<file path="src/rtl/oam_dma_pkg.sv">
// Shared constants, state encoding and source-address helper for the OAM DMA block.
package oam_dma_pkg;

  localparam logic [15:0] DMA_REG_ADDR = 16'hFF46;
  localparam logic [15:0] IO_BASE      = 16'hFF00;
  localparam int unsigned OAM_LEN      = 160;
  localparam logic [7:0]  ECHO_BASE    = 8'hE0;
  localparam logic [7:0]  LAST_IDX     = 8'(OAM_LEN - 1);

  typedef enum logic [1:0] {
    ST_IDLE  = 2'd0,
    ST_START = 2'd1,
    ST_XFER  = 2'd2
  } dma_state_e;

  // Sources in echo RAM (E000-FFFF) alias down to C000-DFFF.
  function automatic logic [7:0] eff_src_hi(input logic [7:0] src);
    return (src >= ECHO_BASE) ? (src - 8'h20) : src;
  endfunction

endpackage

</file>
<file path="src/rtl/oam_dma_mcycle.sv">
// Recovers the M-cycle phase (1,2,3,0) from the CPU's phi clock, which is high in phases 1-2.
module mcycle_tracker
  import oam_dma_pkg::*;
(
  input  logic       clk,
  input  logic       rst,
  input  logic       cpu_phi,
  output logic [1:0] phase,
  output logic       phase0_pulse
);

  logic       phi_q, phi_d;
  logic [1:0] phase_q, phase_d;

  // phase_d is the phase of the current clk; phase_q remembers the previous one.
  always_comb begin
    phi_d   = cpu_phi;
    phase_d = (cpu_phi && !phi_q) ? 2'd1 : phase_q + 2'd1;
  end

  always_ff @(posedge clk) begin
    if (!rst) begin
      phi_q   <= 1'b0;
      phase_q <= 2'd0;
    end else begin
      phi_q   <= phi_d;
      phase_q <= phase_d;
    end
  end

  assign phase        = phase_d;
  assign phase0_pulse = (phase_d == 2'd0);

endmodule

</file>
<file path="src/rtl/oam_dma.sv">
// CPU bus splitter (memory / I/O) owning FF46; copies 160 bytes into OAM, one per M-cycle.
module oam_dma
  import oam_dma_pkg::*;
(
  input  logic        clk,
  input  logic        rst,
  input  logic [15:0] cpu_a,
  input  logic [7:0]  cpu_dout,
  output logic [7:0]  cpu_din,
  input  logic        cpu_rd,
  input  logic        cpu_wr,
  input  logic        cpu_phi,
  output logic [15:0] mem_a,
  output logic [7:0]  mem_wdata,
  input  logic [7:0]  mem_rdata,
  output logic        mem_rd,
  output logic        mem_wr,
  output logic [7:0]  io_a,
  output logic [7:0]  io_wdata,
  input  logic [7:0]  io_rdata,
  output logic        io_rd,
  output logic        io_wr,
  output logic [7:0]  oam_a,
  output logic [7:0]  oam_wdata,
  output logic        oam_we,
  output logic        dma_active
);

  logic [1:0] phase;
  logic       phase0_pulse;

  mcycle_tracker u_mcycle (
    .clk          (clk),
    .rst          (rst),
    .cpu_phi      (cpu_phi),
    .phase        (phase),
    .phase0_pulse (phase0_pulse)
  );

  dma_state_e state_q, state_d;
  logic [7:0] src_q, src_d;
  logic [7:0] idx_q, idx_d;
  logic [7:0] dbuf_q, dbuf_d;
  logic       armed_q, armed_d;
  logic       oam_we_q, oam_we_d;
  logic [7:0] oam_a_q, oam_a_d;
  logic [7:0] oam_wdata_q, oam_wdata_d;

  logic       is_dma_reg, is_io, dma_wr, active, xfer_rd;
  logic [7:0] src_h;

  assign is_dma_reg = (cpu_a == DMA_REG_ADDR);
  assign is_io      = (cpu_a >= IO_BASE);
  assign dma_wr     = cpu_wr && is_dma_reg;
  assign active     = (state_q != ST_IDLE);
  assign src_h      = eff_src_hi(src_q);
  assign xfer_rd    = (state_q == ST_XFER) && (phase != 2'd3);

  always_comb begin
    state_d     = state_q;
    src_d       = src_q;
    idx_d       = idx_q;
    dbuf_d      = dbuf_q;
    armed_d     = armed_q;
    oam_we_d    = 1'b0;
    oam_a_d     = oam_a_q;
    oam_wdata_d = oam_wdata_q;

    case (state_q)
      ST_IDLE: ;
      // armed_q marks the first phase 0 seen; the second one ends the delay M-cycle.
      ST_START: begin
        if (phase0_pulse) begin
          if (armed_q) begin
            state_d = ST_XFER;
            armed_d = 1'b0;
          end else begin
            armed_d = 1'b1;
          end
        end
      end
      ST_XFER: begin
        if (phase == 2'd2) begin
          dbuf_d      = mem_rdata;
          oam_we_d    = 1'b1;
          oam_a_d     = idx_q;
          oam_wdata_d = mem_rdata;
        end
        if (phase == 2'd3) begin
          if (idx_q == LAST_IDX) begin
            state_d = ST_IDLE;
            idx_d   = 8'd0;
          end else begin
            idx_d = idx_q + 8'd1;
          end
        end
      end
      default: state_d = ST_IDLE;
    endcase

    // A register write wins over everything, including a write about to reach OAM.
    if (dma_wr) begin
      src_d    = cpu_dout;
      idx_d    = 8'd0;
      armed_d  = 1'b0;
      state_d  = ST_START;
      oam_we_d = 1'b0;
    end
  end

  always_ff @(posedge clk) begin
    if (!rst) begin
      state_q     <= ST_IDLE;
      src_q       <= 8'd0;
      idx_q       <= 8'd0;
      dbuf_q      <= 8'd0;
      armed_q     <= 1'b0;
      oam_we_q    <= 1'b0;
      oam_a_q     <= 8'd0;
      oam_wdata_q <= 8'd0;
    end else begin
      state_q     <= state_d;
      src_q       <= src_d;
      idx_q       <= idx_d;
      dbuf_q      <= dbuf_d;
      armed_q     <= armed_d;
      oam_we_q    <= oam_we_d;
      oam_a_q     <= oam_a_d;
      oam_wdata_q <= oam_wdata_d;
    end
  end

  always_comb begin
    mem_a     = cpu_a;
    mem_wdata = cpu_dout;
    mem_rd    = cpu_rd && !is_io;
    mem_wr    = cpu_wr && !is_io;
    if (active) begin
      mem_a  = {src_h, idx_q};
      mem_rd = xfer_rd;
      mem_wr = 1'b0;
    end

    io_a     = cpu_a[7:0];
    io_wdata = cpu_dout;
    io_rd    = cpu_rd && is_io && !is_dma_reg;
    io_wr    = cpu_wr && is_io && !is_dma_reg;

    if (is_dma_reg)  cpu_din = src_q;
    else if (is_io)  cpu_din = io_rdata;
    else if (active) cpu_din = 8'hFF;
    else             cpu_din = mem_rdata;
  end

  assign oam_we     = oam_we_q;
  assign oam_a      = oam_a_q;
  assign oam_wdata  = oam_wdata_q;
  assign dma_active = active;

endmodule

</file>
<file path="config.mk">
export PLATFORM = sky130hd
export DESIGN_NAME = oam_dma
export DESIGN_NICKNAME = d
export VERILOG_FILES = /design/src/rtl/oam_dma_pkg.sv /design/src/rtl/oam_dma_mcycle.sv /design/src/rtl/oam_dma.sv
export SDC_FILE = /design/constraint.sdc
export NUM_CORES = 1
export LEC_CHECK = 0
export BUFFER_PORTS_ARGS = -buffer_cell sky130_fd_sc_hd__clkbuf_2
export CELL_PAD_IN_SITES_DETAIL_PLACEMENT = 0
export CELL_PAD_IN_SITES_GLOBAL_PLACEMENT = 2
export CORE_AREA = 2 2 78 135
export DETAILED_ROUTE_END_ITERATION = 8
export DIE_AREA = 0 0 80 137
export GPL_TIMING_DRIVEN = 0
export PLACE_DENSITY_LB_ADDON = 0.1
export SLEW_MARGIN = 10
export SYNTH_ARGS = -nofsm -noshare
export SYNTH_HDL_FRONTEND = slang
export SYNTH_SLANG_ARGS = --single-unit
</file>
<file path="constraint.sdc">
create_clock -name clk -period 1.63 [get_ports clk]
set_input_delay 0.0815 -clock clk [delete_from_list [all_inputs] [get_ports clk]]
set_output_delay 0.0815 -clock clk [all_outputs]
set_load 0.01 [all_outputs]
</file>
[Yosys cells after proc, flatten, opt, wreduce, memory -nomap -nowiden]
Index checks and enable logic that the tools add are counted.
Word-level totals
  bits in registers: 39
  input port bits: 45
  output and inout bits: 70
  word-level logic and storage cells: 73
Operators by class
  add/subtract/negate cells: 3
  $lt $le $gt $ge: 2
  equal/unequal tests: 16
  muxes and demuxes: 17
  bitwise logic cells: 3
  reductions and logical operators: 22
Operators by type and width (count)
  two-way mux 8 bit: 5
  == test 16 bit, second input constant: 1
  greater-or-equal comparator 16 bit, second input constant: 1
  two-way mux 16 bit: 1
  two-way mux 2 bit: 5
  AND reduction 5 bit: 2
  logical AND 1 bit: 9
  adder 8 x 1 -> 8 bit, second input constant: 1
  == test 8 bit, second input constant: 1
  greater-or-equal comparator 8 bit, second input constant: 1
  inequality test 2 bit, second input constant: 4
  subtractor 8 x 6 -> 8 bit, second input constant: 1
  == test 2 bit, second input constant: 3
  inequality test 3 x 2 -> 1 bit, second input constant: 2
  inequality test 3 bit, second input constant: 2
  case mux 2 bit (3 select lines): 1
  AND reduction 2 bit: 3
  two-way mux 1 bit: 5
  logical NOT 2 bit: 2
  inequality test 2 x 1 -> 1 bit, second input constant: 2
  logical NOT 1 bit: 3
  NOT 1 bit: 3
  OR reduction 3 bit: 1
  adder 2 x 1 -> 2 bit, second input constant: 1
  other kinds (3): 3

[Logic depth before layout (Yosys ltp)]
  word-level depth: 7
  gate-level depth with buffers: 6
  gate-level depth less buffers: 5

[Hierarchy]
Synthesis repeated with hierarchy kept, for this count alone.
Unflattened totals
  cell total of the unflattened synthesis: 302
  area total of the unflattened synthesis: 2267.2 µm²
By module, submodules not included
  oam_dma: times used 1, cells an instance 291, area an instance 2153.3 µm², sequential area each 720.7 µm²
  mcycle_tracker: times used 1, cells an instance 11, area an instance 113.9 µm², sequential area each 60.1 µm²

[Least setup slack after synthesis]
No wires, ideal clock.
  kind: register -> register
  from: register state_q[0]
  to: register oam_a_q[0], in the netlist oam_a[0]
  arrival time: 1.288 ns
  required time: 1.502 ns
  setup slack: 0.214 ns
  stages on the path, launching flop included: 7
  path buffers: 2
  clock period less this slack: 1.416 ns
  path through: dfxtp_1 > and2b_2 > nand4b_1 > buf_4 > buf_8 > mux2i_1 > nor2_1
On the way
  cells in the longest elaborated chain, start to end: 2
RTL lines
  start: declaration: line oam_dma.sv:40  | dma_state_e state_q, state_d;
  start signal: assignment: line oam_dma.sv:122  | state_q <= state_d;
  == test 2 bit: line oam_dma.sv:69  | case (state_q)
  AND reduction 2 bit (no source line)
  end signal: assignment: line oam_dma.sv:128  | oam_a_q <= oam_a_d;
  end: declaration: line oam_dma.sv:46  | logic [7:0] oam_a_q, oam_a_d;
Every way passes these cells.
A chain may end at the register's enable or synchronous reset.

[Final worst setup path]
  from: register idx_q[1]
  to: register idx_q[4]
On the way
  cells in the longest elaborated chain, start to end: 2
RTL lines
  start: declaration: line oam_dma.sv:42  | logic [7:0] idx_q, idx_d;
  start signal: assignment: line oam_dma.sv:124  | idx_q <= idx_d;
  adder 8 x 1 -> 8 bit / == test 8 bit (equally long branches): line oam_dma.sv:94, oam_dma.sv:90
  two-way mux 8 bit (*): line oam_dma.sv:90  | if (idx_q == LAST_IDX) begin
Every way passes the cells marked *; elsewhere a longest branch is shown, timed or not.

==> summary.txt <==
GRT
  • Remaining Overflow, GRT: 0
  • Initial antenna violation count: 0
  • Pin count of the biggest net entering global routing: 11
  • Vias in the first global route: 2424
  • First-pass GRT wire length: 12.4 mm
  • Gr usage total: 15.0%

Job
  • Max_cap viols: 0

Finish
  • Finished Cell Area: 3240 µm²
  • Core Util, Final: 32.9%
  • Commonest non-fill, non-tap cell in the layout: clkbuf_2
  • Most frequent cells in the layout: clkbuf_2, nand2_1, dfxtp_1, buf_4, mux2i_1
  • Final #Nets: 467
  • P&R area growth vs syn: 39.9%
  • Antenna diodes: 0
  • Layout cell share with drive strength beyond 1: 42.7%
  • Count of non-filler cells in the finished layout: 544

CTS
  • CTS Buffer Depth: 2
  • H-tree levels: 2
  • Clock tree root driver cell: clkbuf_16
  • CTS Sinks: 39
  • Reg clk slew, reported paths: 0.06 ns
  • CTS tree: yes
  • Clock latency on the worst-skew pair: 0.28 ns
  • Total CTS buffers: 5

STA
  • Fmax: 0.652 GHz
  • Final hold violation count: 0
  • Slew @ Worst Pin: 0.513 ns
  • Final Cycle Share: 94.0%
  • Total negative slack: 0 ns
  • Final Critical Period: 1.53 ns
  • Setup WS post-layout: 0.0971 ns
  • Min Hold Slack: 0.0454 ns
  • Slew Limit Fails: 0
  • Endpoints failing setup: 0
  • Slew HR: 65.8%
  • RSZ-0062 raised after global routing: false
  • Fin Clk Skew: 0.00422 ns

Placement
  • Place WS: -0.249 ns
  • Area after DPL: 3040 µm²
  • IO buf count: 113
  • GP Congestion: 0.797
  • Placed instance count: 535
  • Final HPWL DP: 6.58 mm

Power and ir drop
  • Clock share of power: 41.9%
  • Sw Pwr: 0.563 mW
  • Comb power frac: 14.5%
  • PwrDens: 689 nW/µm²
  • Total Power: 2.23 mW
  • Part of the power in registers: 43.6%
  • Switching Share: 25.2%
  • P_leak: 1.70 nW
  • VDD IR-drop max: 0.000342 V
  • P_int: 1.67 mW

Routing
  • Post-Route WL: 8.08 mm
  • Avg WL per Cell: 14.9 µm
  • Vias: 2379
  • Via density: 4.37
  • First DRT Iteration DRCs: 40
  • DRC errors left: 0
  • Initial DRT Pass Iterations: 4
  • Final ANT Viol Nets: 0

Yosys
  • Main combinational cell family by area after synthesis: simple AND/OR/NAND/NOR gates
  • Cells after Synth: 297
  • Simple-Gate Fraction of Synth Area: 33.2%
  • Syn Area/Cell: 7.80 µm²
  • Warnings from Yosys: 0
  • Mapped Area: 2320 µm²
  • Register area share after synthesis: 33.7%
  • Distinct cells, synth: 43
  • Cell taking the most area after synthesis: dfxtp_1
  • Post-Synth Adder-Cell Area: 1.08%
  • Syn_nets: 344
  • Yosys top cell area share: 33.7%
  • Compound-Gate Fraction of Synth Area: 6.86%
  • Area contributors post-synth: dfxtp_1, nand2_1, mux2i_1
  • Mux cell area share after synthesis: 10.8%
  • XOR/XNOR Fraction of Synth Area: 1.89%
  • #FFs+latches synth: 39

Setup path
  • Critical path cell sequence: ha_1 -> nand3b_1 -> nor4_1 -> xnor2_1 -> nor2_1
  • CP max-delay cell: dfxtp_1
  • CP startpoint kind: flip-flop
  • Crit path kind: reg2reg
  • Critical path arrival: 1.71 ns
  • Crit path max fanout: 6
  • Setup crit end kind: flip-flop
  • Max incr delay on CP: 0.48 ns
  • Critical Path RT: 1.80 ns

Min path
  • Hold Path Class: in2reg

Floorplanning
  • Core box area: 9850 µm²
  • I/O pin count: 115
  • Die H: 137 µm
  • # rows: 48
  • Initial core utilization: 23.5%
  • Die span in x: 80 µm
  • Die area: 11000 µm²

Outcome
  • Status: complete, no violations
==> metal layers <==
metal / vias up / track usage (%) / share of wire (%)
met3: 10 / 4.09 / 6.4
met4: 0 / 5.65 / 2.0
met1: 1063 / 15.1 / 36
li1: 1225 / - / -
met2: 81 / 28.5 / 56
met5: - / 0 / 0
==> state kept, by name, summed over array words and instances, names as in the netlist <==
signal,cells
src_q,8
armed_q,1
oam_we,1
oam_wdata,8
u_mcycle.phi_q,1
u_mcycle.phase_q,2
idx_q,8
state_q,2
oam_a,8
==> critical path, delay by kind of cell, from the launching register on <==
kind,cells,cell delay [ns]
XOR/XNOR,1,0.16
adder cells (fa/ha/maj),1,0.24
flip-flops,1,0.48
AND/OR/NAND/NOR,3,0.53
==> power groups by stage <==
stage,Combinational (mW),Sequential [mW],Clock [mW]
2_1_floorplan,0.168,0.990,0
3_3_place_gp,0.329,0.995,0
3_5_place_dp,0.329,0.996,0
4_1_cts,0.331,0.974,0.966
5_1_grt,0.358,0.975,0.998
6_report,0.324,0.974,0.935
==> Yosys cell counts (all sizes together) <==
master,instances
clkbuf,7
mux2i,25
o31a,1
inv,6
and2,2
nor4b,1
or2b,1
a21oi,10
nand3,13
or3b,1
nand2b,2
nor4bb,1
buf,31
ha,2
or3,1
and2b,2
nand3b,2
nor2b,1
nand4b,1
or4b,1
a31oi,6
nand2,80
a41o,1
dfxtp,39
o22ai,1
xnor2,5
nor3,12
and3,4
nor2,25
nor4,2
a311oi,1
a31o,1
nand4,4
o21ai,5
==> worst paths after layout <==
kind	from	endpoint	slack [ns]	cells past startpoint
max	idx_q[1]	idx_q[4]	0.1	5
min	cpu_dout[6]	src_q[6]	0.05	3
max reg2reg	idx_q[1]	idx_q[4]	0.1	5
min reg2reg	src_q[1]	src_q[1]	0.48	2
==> area by class of cell <==
cell class	count	area, µm²
Buffer	37	273
Clock buffer	6	129
Fill cell	1123	6610
Inverter	6	22.5
Multi-Input combinational cell	214	1270
Sequential cell	39	791
Tap cell	125	156
Timing Repair Buffer	117	596
==> cells by family after synthesis <==
group,after synthesis
flops,39
mux,25
xor+xnor,5
buf+inv,44
fa+ha+maj,2
simple gates,156
compound gates,26
==> repair_timing <==
item,4_1_cts,5_1_grt
setup endpoints to repair,24,15
buffers inserted,3,1
gates resized for setup,8,12
pin swaps,1,0
hold buffers,0,0
(Power assumes the default switching activity.)
